$ cat config.mk
export PLATFORM = sky130hd
export DESIGN_NAME = mux_scan_ctrl_flat
export DESIGN_NICKNAME = d
export VERILOG_FILES = /design/src/rtl/mux_scan_if.sv /design/src/rtl/mux_scan_ctrl.sv /design/src/flat_wrapper.sv
export SDC_FILE = /design/constraint.sdc
export NUM_CORES = 1
export LEC_CHECK = 0
export BUFFER_PORTS_ARGS = -buffer_cell sky130_fd_sc_hd__clkbuf_2
export CAP_MARGIN = 20
export CORE_ASPECT_RATIO = 0.8
export CORE_MARGIN = 2
export CORE_UTILIZATION = 40
export DETAILED_ROUTE_END_ITERATION = 8
export HOLD_SLACK_MARGIN = 0.12
export SYNTH_ARGS = -nofsm -noshare
export SYNTH_HDL_FRONTEND = slang
export SYNTH_SLANG_ARGS = --single-unit
export TNS_END_PERCENT = 1
$ cat constraint.sdc
create_clock -name clk -period 2.5 [get_ports clk]
set_input_delay 0.375 -clock clk [delete_from_list [all_inputs] [get_ports clk]]
set_output_delay 0.375 -clock clk [all_outputs]
set_load 0.01 [all_outputs]
$ cat src/rtl/mux_scan_if.sv
// Channel-mux scan bus: start/mask request, mux select/return and snapshot handshake.
// master = scan controller, slave = requester/downstream/mux side.
interface mux_scan_if;
    logic        start;
    logic [15:0] chan_mask;
    logic [3:0]  sel;
    logic        mux_out;
    logic [15:0] snap_data;
    logic        snap_valid;
    logic        snap_ready;
    logic        busy;

    modport master (
        input  start, chan_mask, mux_out, snap_ready,
        output sel, snap_data, snap_valid, busy
    );

    modport slave (
        output start, chan_mask, mux_out, snap_ready,
        input  sel, snap_data, snap_valid, busy
    );
endinterface

$ cat src/rtl/mux_scan_ctrl.sv
// Scan sequencer for the 16:1 single-bit channel mux: steps the select over the enabled
// channels, waits a settle time on each, samples, and hands out a 16-bit snapshot.
//
// state | meaning
// IDLE  | waiting for start; sel holds its last value
// SCAN  | settling/sampling enabled channels in ascending order
// HOLD  | snapshot valid, waiting for snap_ready
module mux_scan_ctrl #(
    parameter int SETTLE_CYCLES = 1,
    parameter int CNT_W         = 4
) (
    input  logic        clk,
    input  logic        rst_n,
    mux_scan_if.master  bus
);
    typedef enum logic [1:0] {IDLE, SCAN, HOLD} state_t;

    localparam logic [CNT_W-1:0] SETTLE_INIT = CNT_W'(SETTLE_CYCLES);

    state_t           state;
    logic [3:0]       sel_q;
    logic [15:0]      snap_data_q;
    logic             snap_valid_q;
    logic             busy_q;
    logic [15:0]      mask_q;
    logic [15:0]      capture;
    logic [CNT_W-1:0] cnt;

    logic [15:0]      above_sel;
    logic             has_next;
    logic [15:0]      capture_next;

    function automatic logic [3:0] lowest_set(input logic [15:0] v);
        logic [3:0] idx;
        idx = 4'd0;
        for (int i = 15; i >= 0; i--) begin
            if (v[i]) idx = 4'(i);
        end
        return idx;
    endfunction

    // Channels strictly above the current select that are still to be visited.
    always_comb begin
        above_sel           = mask_q & (16'hFFFE << sel_q);
        has_next            = |above_sel;
        capture_next        = capture;
        capture_next[sel_q] = bus.mux_out;
    end

    always_ff @(posedge clk or negedge rst_n) begin
        if (!rst_n) begin
            state        <= IDLE;
            sel_q        <= 4'd0;
            snap_data_q  <= 16'd0;
            snap_valid_q <= 1'b0;
            busy_q       <= 1'b0;
            mask_q       <= 16'd0;
            capture      <= 16'd0;
            cnt          <= '0;
        end else begin
            case (state)
                IDLE: begin
                    if (bus.start) begin
                        mask_q  <= bus.chan_mask;
                        capture <= 16'd0;
                        busy_q  <= 1'b1;
                        if (bus.chan_mask != 16'd0) begin
                            sel_q <= lowest_set(bus.chan_mask);
                            cnt   <= SETTLE_INIT;
                            state <= SCAN;
                        end else begin
                            snap_data_q  <= 16'd0;
                            snap_valid_q <= 1'b1;
                            state        <= HOLD;
                        end
                    end
                end
                SCAN: begin
                    if (cnt != '0) begin
                        cnt <= cnt - 1'b1;
                    end else begin
                        capture <= capture_next;
                        if (has_next) begin
                            sel_q <= lowest_set(above_sel);
                            cnt   <= SETTLE_INIT;
                        end else begin
                            snap_data_q  <= capture_next;
                            snap_valid_q <= 1'b1;
                            state        <= HOLD;
                        end
                    end
                end
                HOLD: begin
                    if (bus.snap_ready) begin
                        snap_valid_q <= 1'b0;
                        busy_q       <= 1'b0;
                        state        <= IDLE;
                    end
                end
                default: begin
                    state        <= IDLE;
                    snap_valid_q <= 1'b0;
                    busy_q       <= 1'b0;
                end
            endcase
        end
    end

    assign bus.sel        = sel_q;
    assign bus.snap_data  = snap_data_q;
    assign bus.snap_valid = snap_valid_q;
    assign bus.busy       = busy_q;
endmodule

$ cat src/flat_wrapper.sv
// flat-port wrapper written by rule: the top's interface ports become plain ports
module mux_scan_ctrl_flat 
#(
    parameter int SETTLE_CYCLES = 1,
    parameter int CNT_W         = 4
)
  (clk, rst_n, bus_start, bus_chan_mask, bus_mux_out, bus_snap_ready, bus_sel, bus_snap_data, bus_snap_valid, bus_busy);
  mux_scan_if bus_i ();
  input  logic clk;
  input  logic rst_n;
  input wire logic [$bits(bus_i.start)-1:0] bus_start;
  input wire logic [$bits(bus_i.chan_mask)-1:0] bus_chan_mask;
  input wire logic [$bits(bus_i.mux_out)-1:0] bus_mux_out;
  input wire logic [$bits(bus_i.snap_ready)-1:0] bus_snap_ready;
  output wire logic [$bits(bus_i.sel)-1:0] bus_sel;
  output wire logic [$bits(bus_i.snap_data)-1:0] bus_snap_data;
  output wire logic [$bits(bus_i.snap_valid)-1:0] bus_snap_valid;
  output wire logic [$bits(bus_i.busy)-1:0] bus_busy;
  assign bus_i.start = bus_start;
  assign bus_i.chan_mask = bus_chan_mask;
  assign bus_i.mux_out = bus_mux_out;
  assign bus_i.snap_ready = bus_snap_ready;
  assign bus_sel = bus_i.sel;
  assign bus_snap_data = bus_i.snap_data;
  assign bus_snap_valid = bus_i.snap_valid;
  assign bus_busy = bus_i.busy;
  mux_scan_ctrl #(.SETTLE_CYCLES(SETTLE_CYCLES), .CNT_W(CNT_W)) u_core (.clk(clk), .rst_n(rst_n), .bus(bus_i));
endmodule
==> run_results.csv <==
group,metric,value,unit
global_routing,grt_pass1_vias,2645,
pwr,p_leak,1.84,nW
min_path,hp-class,"in -> reg",
detailed_routing,drc,0,
placement,dpl.hpwl,6140,µm
pwr,internal_power,2.86,mW
timing,finalMaxSlewViolations,0,
synth,ys_ff_latch,59,
worst_setup_path,slowest_stage,"or3b_2",
global_routing,grt_antenna_before_repair,0,
worst_setup_path,cp_num_buf_inv,0,
worst_setup_path,critPathLaunch,"u_core.bus.sel[1]$_DFFE_PN0P_",
die,start_util,41.0,%
clocking,root_buffer,"clkbuf_8",
timing,period_share,93.6,%
synth,ys.flop_type,"dfrtp_1",
worst_setup_path,criticalPathCategory,"reg -> reg",
die,rows,30,
timing,setup_viol,0,
detailed_routing,route.detailed.vias_per_inst,5.33,
worst_setup_path,worstPathArrival,2.57,ns
cells_and_area,syn2layout_area_growth,16.8,%
synth,yosys_warnings,0,
die,core_area,8410,µm²
pwr,sequentialPowerShare,35.0,%
pwr,clkPwrFrac,20.4,%
pwr,ir_drop,581,µV
synth,synth_top_cell_area_share,42.9,%
timing,worst_pin_slew,0.635,ns
cells_and_area,layout_commonest_cell,"dfrtp_1",
pwr,p_switching,1.84,mW
synth,seq_area_frac_synth,42.9,%
cells_and_area,n_antenna_cell,0,
synth,synth_cell_types,59,
synth,syn_area,3440,µm²
die,dieArea,9370,µm²
timing,slew_headroom,57.7,%
outcome,outcome,"finished, final reports clean",
clocking,cts_sinks,59,
worst_setup_path,r2r_slack,0.16,ns
pwr,swShare,39.2,%
detailed_routing,num_vias,2692,
timing,fin_crit,2.34,ns
cells_and_area,layout_common_cells,"dfrtp_1, clkbuf_2, nor2_1",
detailed_routing,wl_per_cell,16.5,µm
clocking,cts_buffers,9,
synth,synth_edf_count,0,
pwr,comb_power_share,44.6,%
global_routing,grtUsageTotal,19.6,%
global_routing,grt_pass1_wl,13900,µm
worst_setup_path,endpoint,"u_core.bus.snap_data[1]$_DFFE_PN0P_",
worst_setup_path,cp.required,2.73,ns
synth,yosysTopAreaCell,"dfrtp_1",
detailed_routing,totalWireLength,8330,µm
timing,fmax,427,MHz
worst_setup_path,max_stage_delay,0.53,ns
cells_and_area,final_cells,505,
placement,io_buffers,42,
worst_setup_path,path_cells,"or3b_2 -> a21oi_2 -> nor4_4 -> a21oi_2 -> nand2b_4 -> mux2_2",
worst_setup_path,crit_family,"simple AND/OR/NAND/NOR gates",
clocking,clkTransAtPathRegs,0.07,ns
detailed_routing,drtPass1Iterations,4,
die,die_h,87,µm
run,cap_violations,0,
die,die_x,108,µm
timing,worst_slack,0.159,ns
cells_and_area,fin_util,47.8,%
worst_setup_path,r2r_cells,6,
clocking,tritoncts,"done",
global_routing,overflow,0,
clocking,post_cts_buffers,0,
placement,placed_cells,488,
cells_and_area,fillers,817,
detailed_routing,drt.antenna.violating_nets,0,
timing,final_hold_viol_count,0,
worst_setup_path,cp_max_fo,17,
timing,grt_setup_unrepaired,"false",
cells_and_area,drive_above_1_share,33.6,%
clocking,cts_buffer_depth,2,
cells_and_area,layout.nets,411,
worst_setup_path,crit_top_cell,"a21oi_2",
worst_setup_path,crit-reg2reg-launch,"u_core.bus.sel[1]$_DFFE_PN0P_",
die,boundaryPins,43,
synth,syn_inst,335,
worst_setup_path,r2r_end,"u_core.bus.snap_data[1]$_DFFE_PN0P_",
timing,skew,0.00961,ns
synth,synth.avg_cell_area,10.3,µm²
pwr,power_density,1170,nW/µm²
timing,setup_tns,0,ns
worst_setup_path,worstSetupPathDepth,6,
clocking,worst_skew_pair.late_latency,0.35,ns
synth,synth_nets,358,
global_routing,grt_max_degree,26,
clocking,ctsHtreeMaxLevel,3,
worst_setup_path,cp-end-kind,"flop",
placement,place.gp.congestion,0.888,
synth,synth_top_cells_by_area,"dfrtp_1, mux2_2, nor2_1, mux2_4, mux2i_1",
synth,ys_async_sr_fraction,100,%
worst_setup_path,cp-start-kind,"flop",
detailed_routing,initialDrtViolationCount,151,
placement,dp_slack,0.186,ns
## layer usage
metal / routed length, µm / part of all wire [%] / vias to the layer above / track usage, %
met5: 0 / 0 / - / 0
met2: 3500 / 42 / 54 / 28.1
met4: 114 / 1.4 / 0 / 6.06
met1: 4300 / 52 / 1321 / 29.0
li1: - / - / 1307 / -
met3: 414 / 5.0 / 10 / 4.86
## power groups by stage
stage,Combinational (mW),Clock (mW),Sequential [mW]
floorplan,1.57,0,1.55
global placement,2.09,0,1.65
detailed placement,2.09,0,1.65
CTS,2.11,0.978,1.64
global route,2.33,1.02,1.70
finish,2.10,0.961,1.64
## worst min path at each step
stage	startpoint	endpoint	slack (ns)	cells after the start
final	bus_chan_mask[2]	u_core.mask_q[2]$_DFFE_PN0P_	0.30	2
after global routing	bus_chan_mask[10]	u_core.mask_q[10]$_DFFE_PN0P_	0.30	2
after CTS	bus_chan_mask[2]	u_core.mask_q[2]$_DFFE_PN0P_	0.28	2
after detailed placement	rst_n	u_core.bus.busy$_DFFE_PN0P_	0.42	1
after global placement	rst_n	u_core.bus.busy$_DFFE_PN0P_	0.41	1
after floorplan	rst_n	u_core.bus.busy$_DFFE_PN0P_	0.08	0
## what timing repair did
action | in CTS | in global routing
endpoints found under the hold margin | 23 | 0
setup endpoints to repair | 0 | 0
gates resized for setup | 0 | 0
hold buffers | 1 | 0
## worst register-to-register path: cells and delay by family, from the launching register on
family / cells / cell delay [ns]
AO/OA/AOI/OAI: 2 / 0.43
multiplexers: 1 / 0.38
AND/OR/NAND/NOR: 3 / 0.96
flip-flops: 1 / 0.47
## synth_stat cells (2+ instances only)
library cell and n:
nor2b_1 7, o22a_1 2, buf_4 2, a221oi_1 2
ha_1 2, nand2_1 22, mux2_2 34, a2111oi_0 2
a21bo_2 2, a211o_1 2, mux2i_1 13, dfrtp_1 59
nand3_1 5, nor4_1 5, a21oi_1 19, a21oi_2 2
clkbuf_1 8, inv_1 10, nand2b_1 9, o31ai_1 5
a2bb2oi_1 2, mux2_4 9, a21boi_0 3, o22ai_1 2
a211oi_1 3, a21o_1 2, buf_2 3, nor2_1 41
buf_6 3, nand4_1 3, o21ai_0 19, nor3_1 6
## stage by stage
| stage | hold slack, ns | area [µm²] | total power, mW |
|---|---|---|---|
| 2_1_floorplan | 0.0794 | 3440 | 3.12 |
| 3_3_place_gp | 0.413 | 3800 | 3.74 |
| 3_5_place_dp | 0.424 | 3800 | 3.75 |
| 4_1_cts | 0.282 | 4020 | 4.73 |
| 5_1_grt | 0.302 | 4020 | 5.04 |
| 6_report | 0.298 | 4020 | 4.70 |
## logic make-up after synthesis
group,count (synthesis),share of synthesized area (%)
muxes,56,18.8
adders and majority gates,2,0.726
AOI/OAI and AO/OA,78,15.9
and+or+nand+nor,111,16.9
buffers and inverters,29,4.76
DFF,59,42.9
## flip-flops by register name (all words and copies together) (netlist names)
name	cells
u_core.bus.busy	1
u_core.bus.sel	4
u_core.bus.snap_data	16
u_core.bus.snap_valid	1
u_core.capture	16
u_core.cnt	4
u_core.mask_q	15
u_core.state	2
## layout make-up
class | count | area [µm²] | area share [%]
Tap cell | 112 | 140 | 3.48
Clock buffer | 11 | 131 | 3.27
Sequential cell | 59 | 1480 | 36.7
Inverter | 10 | 37.5 | 0.933
Timing Repair Buffer | 61 | 355 | 8.83
Clock inverter | 5 | 77.6 | 1.93
Multi-Input combinational cell | 247 | 1800 | 44.9
Power figures use the tool's default switching activity.
